==> config.mk <==
export PLATFORM = sky130hd
export DESIGN_NAME = ffsa
export DESIGN_NICKNAME = d
export VERILOG_FILES = /design/src/rtl/ffsa.sv
export SDC_FILE = /design/constraint.sdc
export NUM_CORES = 2
export LEC_CHECK = 0
export ABC_AREA = 1
export CORE_MARGIN = 5
export CORE_UTILIZATION = 40
export CTS_CLUSTER_SIZE = 40
export DETAILED_ROUTE_END_ITERATION = 16
export SKIP_LAST_GASP = 1
export SLEW_MARGIN = 0
export SYNTH_ARGS = -nofsm -noshare
export SYNTH_HDL_FRONTEND = slang
export SYNTH_SLANG_ARGS = --single-unit
==> constraint.sdc <==
create_clock -name clk -period 51.1 [get_ports clk]
set_input_delay 7.665 -clock clk [delete_from_list [all_inputs] [get_ports clk]]
set_output_delay 7.665 -clock clk [all_outputs]
set_load 0.03 [all_outputs]
==> src/rtl/ffsa.sv <==
// Sequential modular adder (A+B) mod P on 64-bit limbs, add and reduce pipelined.
// Optional busy output is enabled by defining FFSA_BUSY_EN.
module ffsa #(
   parameter logic [255:0] P = {64'h7fffffffffffffff, 64'hffffffffffffffff,
                                64'hffffffffffffffff, 64'hffffffffffffffed}
) (
   input  logic         clk,
   input  logic         rst,
   input  logic         start,
   input  logic [254:0] a_i,
   input  logic [254:0] b_i,
   output logic [254:0] out,
   output logic         done
`ifdef FFSA_BUSY_EN
   ,
   output logic         busy
`endif
);

   typedef enum logic [2:0] {
      IDLE,
      ADD0,
      ADD1,
      ADD2,
      ADD3,
      SUB3,
      DONE
   } state_t;

   state_t state, state_nx;

   logic [255:0] a_r, b_r, s_r, d_r;
   logic         carry_r, borrow_r, borrow_f;

   logic         add_en, sub_en;
   logic [1:0]   add_k, sub_k;
   logic [63:0]  a_limb, b_limb, s_limb, p_limb;
   logic         carry_in, borrow_in;
   logic [64:0]  sum, diff;

   always_ff @(posedge clk or posedge rst) begin
      if (rst) state <= IDLE;
      else     state <= state_nx;
   end

   // Limb k is added while limb k-1 of the sum is reduced against P.
   always_comb begin
      state_nx = state;
      add_en   = 1'b0;
      sub_en   = 1'b0;
      add_k    = 2'd0;
      sub_k    = 2'd0;
      unique case (state)
         IDLE: if (start) state_nx = ADD0;
         ADD0: begin
            add_en   = 1'b1;
            add_k    = 2'd0;
            state_nx = ADD1;
         end
         ADD1: begin
            add_en   = 1'b1;
            add_k    = 2'd1;
            sub_en   = 1'b1;
            sub_k    = 2'd0;
            state_nx = ADD2;
         end
         ADD2: begin
            add_en   = 1'b1;
            add_k    = 2'd2;
            sub_en   = 1'b1;
            sub_k    = 2'd1;
            state_nx = ADD3;
         end
         ADD3: begin
            add_en   = 1'b1;
            add_k    = 2'd3;
            sub_en   = 1'b1;
            sub_k    = 2'd2;
            state_nx = SUB3;
         end
         SUB3: begin
            sub_en   = 1'b1;
            sub_k    = 2'd3;
            state_nx = DONE;
         end
         DONE:    state_nx = IDLE;
         default: state_nx = IDLE;
      endcase
   end

   always_comb begin
      a_limb    = a_r[{add_k, 6'd0} +: 64];
      b_limb    = b_r[{add_k, 6'd0} +: 64];
      s_limb    = s_r[{sub_k, 6'd0} +: 64];
      p_limb    = P[{sub_k, 6'd0} +: 64];
      carry_in  = (add_k == 2'd0) ? 1'b0 : carry_r;
      borrow_in = (sub_k == 2'd0) ? 1'b0 : borrow_r;
      sum       = {1'b0, a_limb} + {1'b0, b_limb} + {64'd0, carry_in};
      diff      = {1'b0, s_limb} - {1'b0, p_limb} - {64'd0, borrow_in};
   end

   always_ff @(posedge clk or posedge rst) begin
      if (rst) begin
         a_r      <= '0;
         b_r      <= '0;
         s_r      <= '0;
         d_r      <= '0;
         carry_r  <= 1'b0;
         borrow_r <= 1'b0;
         borrow_f <= 1'b0;
         out      <= '0;
         done     <= 1'b0;
      end else begin
         done <= (state == DONE);
         if (state == IDLE && start) begin
            a_r <= {1'b0, a_i};
            b_r <= {1'b0, b_i};
         end
         // Carry out of limb 3 is dropped: it is zero for inputs < 2^255.
         if (add_en) begin
            s_r[{add_k, 6'd0} +: 64] <= sum[63:0];
            carry_r                  <= sum[64];
         end
         if (sub_en) begin
            d_r[{sub_k, 6'd0} +: 64] <= diff[63:0];
            borrow_r                 <= diff[64];
            if (sub_k == 2'd3) borrow_f <= diff[64];
         end
         if (state == DONE)
            out <= borrow_f ? s_r[254:0] : d_r[254:0];
      end
   end

   logic unused_msb;
   assign unused_msb = d_r[255];

`ifdef FFSA_BUSY_EN
   assign busy = (state != IDLE);
`endif

endmodule

==> results.py <==
metrics = {
    "yosys": {
        "synth_fp_nets": 8057,
        "yosys.cell_count.top_type": "nand2_1",
        "syn_area_um2": 65580,
        "synth_top_area_cell": "dfrtp_1",
        "ys_seq_area_frac": 0.4896,
        "synthArstFlopShare": 1.000,
        "syn_area_per_cell_um2": 8.857,
        "synth_edf_count": 0,
        "synthTopCellsByArea": "dfrtp_1 (49%), nand2_1 (8.9%), mux2_2 (8.8%)",
        "ys_types": 54,
        "synth_common_cells": "nand2_1 (1551), dfrtp_1 (1283), inv_1 (806)",
        "synthCells": 7404,
        "yosysWarnings": 0,
        "synth_seq_cells": 1283,
        "ys.flop_type": "dfrtp_1",
        "yosysTopAreaCellShare": 0.4896,
    },
    "floorplan": {
        "start_util": 0.4024,
        "die_w_um": 414.9,
        "ios": 769,
        "die_area_um2": 172100,
        "die_y_um": 414.9,
        "fp.coreArea_um2": 163000,
        "rows": 148,
    },
    "layout": {
        "layout-drive-gt1-share": 0.1088,
        "num-fill-cells": 15820,
        "multi_input_area_um2": 28990,
        "fin_nets": 8638,
        "area_growth_pct": 22.11,
        "seq_area_um2": 32110,
        "fin_cells": 10300,
    },
    "timing": {
        "fmax_mhz": 87.55,
        "period_needed_ps": 11420,
        "max-slew-margin-rel": 0.1180,
        "fin_setup_tns_ps": 0,
        "holdWs_ps": 472.7,
        "finClkSkew_ps": 62.18,
        "fin_crit_sh": 0.2235,
        "rsz0062_at_grt": "no",
        "slew_violations": 0,
        "hold_viol": 0,
        "setup_viol": 0,
        "worstMarginPinSlew_ps": 1314,
    },
    "drt": {
        "drc": 0,
        "drtIter0Drc": 5541,
        "drt-pass1-iter-count": 8,
        "viasPerCell": 5.524,
        "postRouteAntennaNets": 0,
        "wl_per_cell_um": 24.51,
        "wirelength_um": 252400,
        "via_count": 56900,
    },
    "grt": {
        "antenna_found_initial": 36,
        "overflow": 0,
        "grt_use_total": 0.2847,
        "grt_first_pass_wirelength_um": 371600,
        "grt_pass1_vias": 56790,
        "grt_max_degree": 220,
    },
    "worst_hold_path": {
        "hold_end": "d_r[37]",
        "hold_path.class": "register to register",
        "min_from": "d_r[37]",
        "hold_depth": 2,
    },
    "place": {
        "place_hpwl_um": 183500,
        "dp_cells": 10010,
        "place_congestion": 0.9651,
        "place.port_buffers": 768,
    },
    "critical_path": {
        "worstPathRequired_ps": 51910,
        "cp.arrival_ps": 12230,
        "crit_top_cell": "buf_4",
        "crit_type": "input port to async pin",
        "path_buf_inv": 6,
        "crit_slowest_cell": "buf_4",
        "crit_family": "buffers and inverters",
        "path_max_fanout": 167,
        "max_stage_delay_ps": 900,
        "start_kind": "input port",
        "worstPathCellList": "clkdlybuf4s50_1, inv_8, buf_4, buf_4, buf_12, buf_4",
        "reg2reg_slack_ps": 43570,
        "r2r_end": "s_r[104]",
        "crit_path_end_kind": "async pin",
        "r2r_start": "state[2]",
        "r2r_cells": 24,
    },
    "clock_network": {
        "cts_hold_buffers": 0,
        "cts_htree_levels": 4,
        "cts_buffer_depth": 3,
        "cts_resized": 0,
        "cts_setup_buffers": 0,
        "clk_root_buffer_cell": "clkbuf_16",
        "clk_latency_ps": 820,
        "clk_pin_slew_ps": 60,
        "numCtsBuffers": 146,
        "cts_tree": "done",
        "cts_sinks": 1283,
    },
    "outcome": {
        "status": "finished, final reports clean",
    },
    "flow_run": {
        "maxCapViolations": 0,
    },
}
[worst register-to-register path: stages (launching register included)]
cell      delay (ps)
dfrtp_1          630
inv_2            310
nand3_2          520
nand2_4          720
nor2_1           140
inv_2            320
buf_4            630
nor2_1           200
a221oi_1         570
ha_1             290
nand2_1          110
nor2_1           170
nand4_1          150
a21oi_1          420
nor2_1           140
o21bai_1         470
nand2_1          100
nand2_1          220
nand2_1           80
nand2_1          360
nand2_1          180
nand2_1          100
nand2_1          300
nand3_1          190
o21ai_0          110
[cell type report]
type / count / area share
sequential: 1283 / 0.4010
multi-input combinational: 4900 / 0.3621
timing repair buffer: 833 / 0.1032
clock buffer: 218 / 0.05355
inverter: 821 / 0.03862
tap: 2175 / 0.03398
clock inverter: 44 / 0.006781
antenna: 27 / 0.0008437
[worst max path at each step]
stage	cells after the start	startpoint	endpoint
2_1_floorplan	1	rst	a_r[0]
6_report	6	rst	b_r[87]
3_5_place_dp	6	rst	b_r[87]
4_1_cts	6	rst	b_r[87]
3_3_place_gp	6	rst	b_r[151]
5_1_grt	6	rst	b_r[87]
[per-stage QoR]
step	utilization	worst slack [ps]	instance area, um2
6_report	0.4914	39680	80080
5_1_grt	0.4912	39040	80040
3_3_place_gp	0.4613	38770	75180
4_1_cts	0.4910	39560	80010
2_1_floorplan	-	7275	65580
3_5_place_dp	0.4613	38740	75180
[sequential cells by signal, indices dropped and copies added (netlist names)]
name      cells
s_r         256
a_r         255
b_r         255
d_r         255
out         255
state         3
borrow_f      1
borrow_r      1
carry_r       1
done          1
[kinds of logic after synthesis]
group / share of synthesized area
xor+xnor: 0.007880
mux: 0.08844
simple gates: 0.1536
flops: 0.4896
compound gates: 0.1628
fa+ha+maj: 0.02706
buf+inv: 0.07065
[placed cells by master (no fill, tap or decap), types with 74 or more instances in the layout]
| cell type | synthesis | layout |
|---|---|---|
| a21oi_1 | 284 | 284 |
| a32o_1 | 74 | 74 |
| clkbuf_16 | 0 | 149 |
| clkdlybuf4s50_1 | 0 | 768 |
| dfrtp_1 | 1283 | 1282 |
| ha_1 | 137 | 136 |
| inv_1 | 806 | 800 |
| mux2_2 | 515 | 515 |
| nand2_1 | 1551 | 1545 |
| nand3_1 | 269 | 268 |
| nor2_1 | 492 | 483 |
| o21a_1 | 270 | 270 |
| o21ai_0 | 567 | 567 |
| o22ai_1 | 181 | 181 |
[per-layer routing]
layer  GRT usage  vias up  share of wire
met3     0.05472      432          0.067
met1      0.3690    28340           0.41
met2      0.4734     2058           0.48
met5           0        -        0.00032
met4      0.1086       14          0.041
li1            -    26060              -
Power is left out: the tool's default activity adds up to more than one toggle a clock period on the data nets, which glitch-free logic cannot reach.
